--- config.mk ---
export PLATFORM = sky130hd
export DESIGN_NAME = data_mem_arbiter
export DESIGN_NICKNAME = d
export VERILOG_FILES = /design/src/rtl/data_mem_arb_pkg.sv /design/src/rtl/arb_wait_counter.sv /design/src/rtl/data_mem_arbiter.sv
export SDC_FILE = /design/constraint.sdc
export NUM_CORES = 1
export LEC_CHECK = 0
export BUFFER_PORTS_ARGS = -buffer_cell sky130_fd_sc_hd__buf_2
export CAP_MARGIN = 40
export CELL_PAD_IN_SITES_DETAIL_PLACEMENT = 0
export CELL_PAD_IN_SITES_GLOBAL_PLACEMENT = 1
export CORE_AREA = 2 2 103 105
export DETAILED_ROUTE_END_ITERATION = 12
export DIE_AREA = 0 0 105 107
export PLACE_DENSITY = 0.81
export SLEW_MARGIN = 20
export SYNTH_ARGS = -nofsm -noshare
export SYNTH_HDL_FRONTEND = slang
export SYNTH_SLANG_ARGS = --single-unit
--- constraint.sdc ---
create_clock -name Clock -period 4.7 [get_ports Clock]
set_input_delay 0 -clock Clock [delete_from_list [all_inputs] [get_ports Clock]]
set_output_delay 0 -clock Clock [all_outputs]
set_load 0.03 [all_outputs]
--- src/rtl/data_mem_arb_pkg.sv ---
// rtl/data_mem_arb_pkg.sv - shared types and constants for the data memory arbiter
package data_mem_arb_pkg;

  localparam int WAIT_CNT_W = 4;

  typedef enum logic {
    ARB_SHARED = 1'b0,
    ARB_LOCK_B = 1'b1
  } arb_state_e;

  typedef enum logic {
    OWN_A = 1'b0,
    OWN_B = 1'b1
  } owner_e;

endpackage

--- src/rtl/arb_wait_counter.sv ---
// rtl/arb_wait_counter.sv - saturating count of consecutive cycles port B was denied
module arb_wait_counter
  import data_mem_arb_pkg::*;
#(
  parameter int MAX_WAIT = 4
) (
  input  logic Clock,
  input  logic Reset,
  input  logic clr_i,
  input  logic inc_i,
  output logic at_limit_o
);

  localparam logic [WAIT_CNT_W-1:0] LIMIT = WAIT_CNT_W'(MAX_WAIT);

  logic [WAIT_CNT_W-1:0] cnt_q, cnt_d;

  always_comb begin
    cnt_d = cnt_q;
    if (clr_i) begin
      cnt_d = '0;
    end else if (inc_i && (cnt_q != LIMIT)) begin
      cnt_d = cnt_q + 1'b1;
    end
  end

  always_ff @(posedge Clock) begin
    if (Reset) begin
      cnt_q <= '0;
    end else begin
      cnt_q <= cnt_d;
    end
  end

  assign at_limit_o = (cnt_q == LIMIT);

endmodule

--- src/rtl/data_mem_arbiter.sv ---
// rtl/data_mem_arbiter.sv - shares the single-ported data memory between CPU (A) and debug (B)
module data_mem_arbiter
  import data_mem_arb_pkg::*;
#(
  parameter int ADDR_W   = 30,
  parameter int DATA_W   = 32,
  parameter int MAX_WAIT = 4
) (
  input  logic              Clock,
  input  logic              Reset,
  input  logic              A_Req,
  input  logic              A_Wr,
  input  logic [ADDR_W-1:0] A_Addr,
  input  logic [DATA_W-1:0] A_Data_W,
  output logic              A_Gnt,
  output logic              A_Valid_R,
  input  logic              B_Req,
  input  logic              B_Wr,
  input  logic [ADDR_W-1:0] B_Addr,
  input  logic [DATA_W-1:0] B_Data_W,
  output logic              B_Gnt,
  output logic              B_Valid_R,
  input  logic              B_Lock,
  output logic [ADDR_W-1:0] Mem_Addr,
  output logic              Mem_En_W,
  output logic              Mem_En_R,
  output logic [DATA_W-1:0] Mem_Data_W,
  input  logic [DATA_W-1:0] Mem_Data_R,
  output logic [DATA_W-1:0] Data_R,
  output logic              Locked
);

  arb_state_e state_q;
  owner_e     owner_q;
  logic       valid_q;
  logic       b_at_limit;
  logic       shared;
  logic       a_gnt, b_gnt, granted, wr_sel;

  assign shared = (state_q == ARB_SHARED);

  // B's bounded wait overrides A's priority; in LOCK_B only B may win.
  always_comb begin
    a_gnt = 1'b0;
    b_gnt = 1'b0;
    if (!Reset) begin
      if (shared) begin
        if (B_Req && b_at_limit) begin
          b_gnt = 1'b1;
        end else if (A_Req) begin
          a_gnt = 1'b1;
        end else if (B_Req) begin
          b_gnt = 1'b1;
        end
      end else begin
        b_gnt = B_Req;
      end
    end
  end

  arb_wait_counter #(
    .MAX_WAIT(MAX_WAIT)
  ) u_wait_cnt (
    .Clock     (Clock),
    .Reset     (Reset),
    .clr_i     (shared && (b_gnt || !B_Req)),
    .inc_i     (shared && B_Req && !b_gnt),
    .at_limit_o(b_at_limit)
  );

  assign granted    = a_gnt || b_gnt;
  assign wr_sel     = b_gnt ? B_Wr : A_Wr;
  assign Mem_Addr   = b_gnt ? B_Addr : A_Addr;
  assign Mem_Data_W = b_gnt ? B_Data_W : A_Data_W;
  assign Mem_En_W   = granted && wr_sel;
  assign Mem_En_R   = granted && !wr_sel;
  assign A_Gnt      = a_gnt;
  assign B_Gnt      = b_gnt;

  always_ff @(posedge Clock) begin
    if (Reset) begin
      state_q <= ARB_SHARED;
      valid_q <= 1'b0;
      owner_q <= OWN_A;
    end else begin
      case (state_q)
        ARB_SHARED: if (b_gnt && B_Lock) state_q <= ARB_LOCK_B;
        ARB_LOCK_B: if (!B_Lock) state_q <= ARB_SHARED;
        default:    state_q <= ARB_SHARED;
      endcase
      valid_q <= granted && !wr_sel;
      owner_q <= b_gnt ? OWN_B : OWN_A;
    end
  end

  // Gated by Reset so a read granted just before reset never reports valid.
  assign A_Valid_R = valid_q && (owner_q == OWN_A) && !Reset;
  assign B_Valid_R = valid_q && (owner_q == OWN_B) && !Reset;
  assign Locked    = (state_q == ARB_LOCK_B) && !Reset;
  assign Data_R    = Mem_Data_R;

endmodule

==> results of run 1 <==
-- kinds of logic after synthesis --
logic type | count (synthesis)
adder cells (fa/ha/maj) | 2
multiplexers | 62
AND/OR/NAND/NOR | 24
buffers and inverters | 45
AO/OA/AOI/OAI | 11
flip-flops | 7
-- cell type report --
type	count	area share
clock buffers	4	0.0191
inverters	6	0.00956
well taps	136	0.0723
multi-input cells	99	0.405
repair buffers	202	0.435
flip-flops and latches	7	0.0595
-- layer usage --
metal / vias to the layer above / share of wire / track usage
met4: 0 / 0.022 / 0.0343
met3: 17 / 0.075 / 0.0170
met2: 99 / 0.53 / 0.177
met1: 812 / 0.37 / 0.103
li1: 843 / - / -
met5: - / 0 / 0
-- power groups by stage --
stage | clock network, W | logic [W] | registers, W
after global placement | 0 | 0.000250 | 0.0000639
final | 0.0000876 | 0.000254 | 0.0000630
after detailed placement | 0 | 0.000253 | 0.0000640
after CTS | 0.0000911 | 0.000254 | 0.0000630
after floorplan | 0 | 0.000208 | 0.0000635
after global routing | 0.0000953 | 0.000269 | 0.0000631
-- cells in the mapped netlist (3+ instances only) --
cell and count:
buf_4 34, buf_6 4, dfxtp_1 7, inv_1 6, mux2_1 5, mux2_2 57
nand2_1 3, nand2b_1 3, nand3_1 3, nor2_1 3, o32ai_1 3
-- per-stage QoR --
step | power, W | hold WS, ps
3_3_place_gp | 0.000314 | 0.205
2_1_floorplan | 0.000271 | 117
5_1_grt | 0.000427 | 0.0435
3_5_place_dp | 0.000317 | 0.205
4_1_cts | 0.000408 | 0.205
6_report | 0.000404 | 0.00840
-- what timing repair did --
| action | CTS | global route |
|---|---|---|
| resized for setup | 0 | 0 |
| buffers inserted | 0 | 0 |
| hold buffers | 1 | 1 |
| endpoints found under the hold margin | 1 | 1 |
-- worst max-delay path: cells and delay by family, from the launching register on --
kind / cells / cell delay [ps]
buffers and inverters: 3 / 830
DFF: 1 / 370
AOI/OAI and AO/OA: 1 / 550
adders and majority gates: 1 / 210
muxes: 1 / 420
and+or+nand+nor: 1 / 230
-- how the worst max path moves through the flow --
| stage | start | endpoint | slack [ps] | depth (start not counted) |
|---|---|---|---|---|
| finish | u_wait_cnt.cnt_q[0]$_SDFFE_PP0P_ | Mem_Addr[0] | 1820 | 7 |
| global placement | u_wait_cnt.cnt_q[0]$_SDFFE_PP0P_ | Mem_Addr[0] | 2120 | 7 |
| global route | u_wait_cnt.cnt_q[0]$_SDFFE_PP0P_ | Mem_Addr[0] | 1610 | 7 |
| floorplan | u_wait_cnt.cnt_q[0]$_SDFFE_PP0P_ | Mem_En_R | 2950 | 5 |
| CTS | u_wait_cnt.cnt_q[0]$_SDFFE_PP0P_ | Mem_Addr[0] | 1790 | 7 |
| detailed placement | u_wait_cnt.cnt_q[0]$_SDFFE_PP0P_ | Mem_Addr[0] | 2040 | 7 |
-- state kept, by name, indices dropped and copies added, names as in the netlist --
register	count
valid_q	1
u_wait_cnt.cnt_q	4
owner_q	1
state_q	1
-- cells in the final DEF (no fill, tap or decap), drive strengths merged, types with 2 or more instances in the layout --
master,count
clkbuf,4
nor2,3
buf,200
o32ai,3
nand3,3
a31oi,2
inv,6
dlygate4sd3,2
or4,2
ha,2
nand2,3
mux2,62
o21ai,2
a21oi,2
nand3b,2
and3b,2
nand2b,3
dfxtp,7
==> results.py, run 1 <==
metrics = {
    "synthesis": {
        "synth_simple_gate_area_frac": 0.102,
        "combinational_family_with_the_most_area_after_synthesis": "multiplexers",
        "synth_seq_area_share": 0.0987,
        "muxShareOfSynthArea": 0.492,
        "postSynthRegisterBits": 7,
        "number_of_standard_cells_after_synthesis": 151,
        "yosys_warnings": 0,
        "post_synth_fa_ha_maj_area_fraction": 0.0176,
        "synthDistinctLibCells": 28,
        "synth.top_cells.by_area": "mux2_2, buf_4, dfxtp_1",
        "avgSynthCellArea_um2": 9.40,
        "synth-async-reset-ratio": 0,
        "netlist.area_leader.share": 0.452,
        "yosysTopAreaCell": "mux2_2",
        "synth_fp_nets": 316,
        "post_synth_xor_area_fraction": 0,
        "complex_gate_fraction_of_the_synthesized_area": 0.0599,
        "ys.flop_type": "dfxtp_1",
        "mappedNetlistArea_um2": 1420,
        "synth_edf_count": 0,
    },
    "layout": {
        "nFillCells": 1138,
        "final_util": 0.233,
        "flow.area_growth_from_synthesis_pct": 65.8,
        "final-seq-area_um2": 140,
        "design_area_um2": 2350,
        "area_occupied_by_multi_input_gates_um2": 953,
        "share_of_final_layout_standard_cells_stronger_than_drive_strength_1": 0.824,
        "final_cell_count_no_fill": 454,
        "design.final.nets": 484,
        "insertedDiodeCount": 0,
    },
    "sta": {
        "totalNegativeSetupSlack_ps": 0,
        "slew_viol_final": 0,
        "worst-slew-pin-transition_ps": 669,
        "timing.final.crit_share": 0.612,
        "rsz0062_at_grt": "false",
        "finClkSkew_ps": 4.75,
        "final_period_minus_worst_setup_slack_ps": 2880,
        "setup_ws_final_ps": 1820,
        "timing.slew.headroom": 0.553,
        "timing.final.hold_violations": 0,
        "report.final.setup_viol": 0,
        "max_freq_mhz": 348,
    },
    "drt": {
        "antenna_left": 0,
        "drtPass1Iterations": 4,
        "remaining_routing_drc_violations": 0,
        "route.final.wire_length_um": 6100,
        "num_vias": 1771,
        "drt_wl_cell_um": 13.4,
        "viasPerCell": 3.90,
        "drt_iter0_drc": 55,
    },
    "power_and_ir_drop": {
        "power_frac_clock": 0.217,
        "cellPowerDensity_nw_per_um2": 172,
        "combinationalPowerShare": 0.627,
        "switching_share": 0.438,
        "seqPwrFrac": 0.156,
        "power_switching_w": 0.000177,
        "irDropWorstVdd_v": 0.0000680,
        "p_int_w": 0.000227,
        "leakagePower_nw": 1.25,
    },
    "placed_design": {
        "dp_hpwl_um": 5310,
        "dp_worst_setup_slack_ps": 2040,
        "place.gp.congestion": 0.681,
        "port_buffers": 199,
        "placed_cells": 448,
        "place_area_um2": 2290,
    },
    "min_path": {
        "whs_path_depth": 0,
        "hp-class": "in -> out",
        "worst_hold_path.endpoint": "Data_R[7]",
        "hold_path.startpoint": "Mem_Data_R[7]",
    },
    "global_routing": {
        "antenna_found_initial": 0,
        "via_count_of_the_first_global_routing_pass": 1809,
        "overflow": 0,
        "grt_start_max_net_pins": 45,
        "grt_pass1_wl_um": 8400,
        "grt.total_usage": 0.0934,
    },
    "cts": {
        "clock_tree.htree_level_count": 1,
        "clock_sink_count": 7,
        "cts_inserted_buffers": 3,
        "clk-insertion-delay-late_ps": 230,
        "clock_tree.root_cell": "clkbuf_8",
        "cts.path.max_buffers": 2,
        "tritoncts": "done",
        "clkSlewWorstSetupHoldPaths_ps": 40,
    },
    "setup_path": {
        "worst_setup_path_end_kind": "primary output",
        "cp.arrival_ps": 2880,
        "worstPathMaxFanout": 44,
        "critical_path.reg2reg.endpoint": "owner_q$_SDFF_PP0_",
        "reg2regPathDepth": 6,
        "setup.worst_path.start_class": "register",
        "cp_slowest_cell": "buf_4",
        "criticalPathCategory": "reg -> out",
        "crit_path_largest_cell_delay_ps": 570,
        "worst-endpoint-required_ps": 4700,
        "regToRegSetupSlack_ps": 2480,
        "r2r_start": "u_wait_cnt.cnt_q[0]$_SDFFE_PP0P_",
        "cp_cell_sequence": "inv_1 -> ha_1 -> and3b_1 -> o21ai_4 -> buf_4 -> mux2_2 -> buf_2",
    },
    "floorplan": {
        "design.die.area_um2": 11200,
        "boundaryPins": 264,
        "design.core.area_um2": 10100,
        "count_of_standard_cell_rows": 37,
        "die_h_um": 107,
        "initial_core_util": 0.141,
        "floorplan.die.width_um": 105,
    },
    "job": {
        "cap_violations": 0,
    },
    "run_status": {
        "status": "finished, final reports clean",
    },
}
No activity file was read; power rests on OpenSTA's default activity.
==> run 2, diff against run 1 <==
--- a/config.mk
+++ b/config.mk
@@ -9,10 +9,9 @@
 export CAP_MARGIN = 40
 export CELL_PAD_IN_SITES_DETAIL_PLACEMENT = 0
 export CELL_PAD_IN_SITES_GLOBAL_PLACEMENT = 1
-export CORE_AREA = 2 2 103 105
+export CORE_UTILIZATION = 14
 export DETAILED_ROUTE_END_ITERATION = 12
-export DIE_AREA = 0 0 105 107
-export PLACE_DENSITY = 0.81
+export PLACE_DENSITY = 0.84
 export SLEW_MARGIN = 20
 export SYNTH_ARGS = -nofsm -noshare
 export SYNTH_HDL_FRONTEND = slang
==> constraint.sdc (replaced) <==
create_clock -name Clock -period 2.6 [get_ports Clock]
set_input_delay 0 -clock Clock [delete_from_list [all_inputs] [get_ports Clock]]
set_output_delay 0 -clock Clock [all_outputs]
set_load 0.03 [all_outputs]
==> run 2 against run 1 <==
Power is 80% higher; sequential cell count stayed put; non-clock buffer count decreased by 1; final cell count decreased by 0.88%; first-iteration DRC count is 60% lower; final area shrank 0.69%; die area is 6.1% lower.
==> results.py, run 2 (synthesized netlist as in run 1, its figures left out) <==
metrics = {
    "drt": {
        "drt_iter0_drc": 22,
        "drtPass1Iterations": 4,
        "route.final.wire_length_um": 5940,
        "routed-wl-met2_um": 3150,
        "remaining_routing_drc_violations": 0,
        "num_vias": 1763,
        "wirelength_met1_um": 2180,
        "dr_top_layer": "met4",
        "antenna_left": 0,
        "viasPerCell": 3.92,
        "drt_wl_cell_um": 13.2,
        "met3RoutedLength_um": 580,
    },
    "global_routing": {
        "grt_start_max_net_pins": 40,
        "via_count_of_the_first_global_routing_pass": 1609,
        "overflow": 0,
        "grt_pass1_wl_um": 7760,
        "antenna_found_initial": 0,
        "grt.total_usage": 0.0979,
    },
    "layout": {
        "design_area_um2": 2340,
        "design.final.nets": 483,
        "flow.area_growth_from_synthesis_pct": 64.7,
        "largest-register": "u_wait_cnt.cnt_q",
        "largest_register_ff_count": 4,
        "layout.cells.most_common": "buf_2",
        "final-seq-area_um2": 140,
        "area_occupied_by_multi_input_gates_um2": 953,
        "insertedDiodeCount": 0,
        "layout.cells.most_common_list": "buf_2, mux2_2, dfxtp_1",
        "nFillCells": 1106,
        "share_of_final_layout_standard_cells_stronger_than_drive_strength_1": 0.830,
    },
    "setup_path": {
        "worstSetupStartpoint": "u_wait_cnt.cnt_q[0]$_SDFFE_PP0P_",
        "regToRegSetupSlack_ps": 920,
        "worst-endpoint-required_ps": 2600,
        "r2r_start": "u_wait_cnt.cnt_q[0]$_SDFFE_PP0P_",
        "reg2regPathDepth": 5,
        "criticalPathCategory": "reg -> out",
        "worstPathMaxFanout": 39,
        "critical_path.reg2reg.endpoint": "valid_q$_SDFF_PP0_",
        "cp.arrival_ps": 2350,
        "setup.worst_path.start_class": "register",
        "worst_setup_path_end_kind": "primary output",
    },
    "power_and_ir_drop": {
        "irDropWorstVdd_v": 0.000102,
        "seqPwrFrac": 0.157,
        "combinationalPowerShare": 0.631,
        "power_frac_clock": 0.212,
        "power_switching_w": 0.000319,
        "leakagePower_nw": 1.25,
        "cellPowerDensity_nw_per_um2": 311,
        "p_int_w": 0.000409,
        "switching_share": 0.438,
    },
    "min_path": {
        "whs_path_depth": 0,
        "hp-class": "in -> out",
        "hold_path.startpoint": "Mem_Data_R[1]",
        "worst_hold_path.endpoint": "Data_R[1]",
    },
    "sta": {
        "timing.final.hold_violations": 0,
        "rsz0062_at_grt": "false",
        "max_freq_mhz": 425,
        "report.final.setup_viol": 0,
        "slew_viol_final": 0,
        "timing.slew.headroom": 0.635,
        "final_period_minus_worst_setup_slack_ps": 2350,
        "timing.final.crit_share": 0.906,
        "worst-slew-pin-transition_ps": 542,
        "totalNegativeSetupSlack_ps": 0,
        "finClkSkew_ps": 2.33,
    },
    "floorplan": {
        "design.die.area_um2": 10600,
        "floorplan.die.width_um": 103,
        "initial_core_util": 0.145,
        "die_h_um": 103,
        "count_of_standard_cell_rows": 36,
        "design.core.area_um2": 9820,
        "boundaryPins": 264,
    },
    "cts": {
        "clock_tree.htree_level_count": 1,
        "clock_tree.root_cell": "clkbuf_8",
        "post_cts_resized": 0,
        "cts.path.max_buffers": 2,
        "tritoncts": "done",
        "clock_sink_count": 7,
        "clkSlewWorstSetupHoldPaths_ps": 40,
        "clk-insertion-delay-late_ps": 230,
        "cts_inserted_buffers": 3,
        "cts_hold_buffers": 0,
        "buffers_inserted_by_post_cts_timing_repair": 0,
    },
    "job": {
        "cap_violations": 0,
    },
    "placed_design": {
        "port_buffers": 199,
        "place_area_um2": 2290,
        "place.gp.congestion": 0.718,
        "dp_hpwl_um": 5260,
    },
    "run_status": {
        "status": "finished, final reports clean",
    },
}
[run 2: power groups by stage]
stage               Clock (W)  Sequential [W]  Combinational, W
finish               0.000154        0.000114          0.000460
global route         0.000164        0.000114          0.000495
CTS                  0.000157        0.000114          0.000466
detailed placement          0        0.000116          0.000463
global placement            0        0.000116          0.000460
floorplan                   0        0.000115          0.000376
[run 2: how the worst max path moves through the flow]
stage	to	cells past startpoint	slack, ps
2_1_floorplan	Mem_En_R	5	850
5_1_grt	Mem_Addr[11]	7	140
4_1_cts	Mem_Addr[11]	7	230
3_3_place_gp	Mem_Addr[11]	7	580
6_report	Mem_Data_W[22]	7	250
3_5_place_dp	Mem_Addr[11]	7	500
[run 2: metal layers]
| metal | global-route usage | vias to the layer above |
|---|---|---|
| met5 | 0 | - |
| met4 | 0.0143 | 0 |
| met3 | 0.0176 | 6 |
| met2 | 0.198 | 141 |
| met1 | 0.106 | 776 |
| li1 | - | 840 |
[run 2: critical path: stages (launching register included)]
cell and delay [ps]:
dfxtp_1 370, inv_1 80, ha_1 220, and3b_1 230, o21ai_4 150, buf_4 440, mux2_2 410, buf_2 180
[run 2: through the flow]
step                worst slack (ps)   util  power (W)  hold slack, ps  cells
global placement                 585  0.234   0.000576           0.205    446
detailed placement               502  0.234   0.000579           0.205    446
floorplan                        854      -   0.000490             117    151
CTS                              232  0.238   0.000736           0.205    450
global route                     137  0.238   0.000773          0.0499    450
finish                           245  0.238   0.000728         0.00977    450
[run 2: cell type report]
class                      instances  area share
clock buffer                       4      0.0193
inverter                           6     0.00963
multi-input combinational         99       0.408
sequential                         7      0.0599
tap                              133      0.0712
timing repair buffer             201       0.432
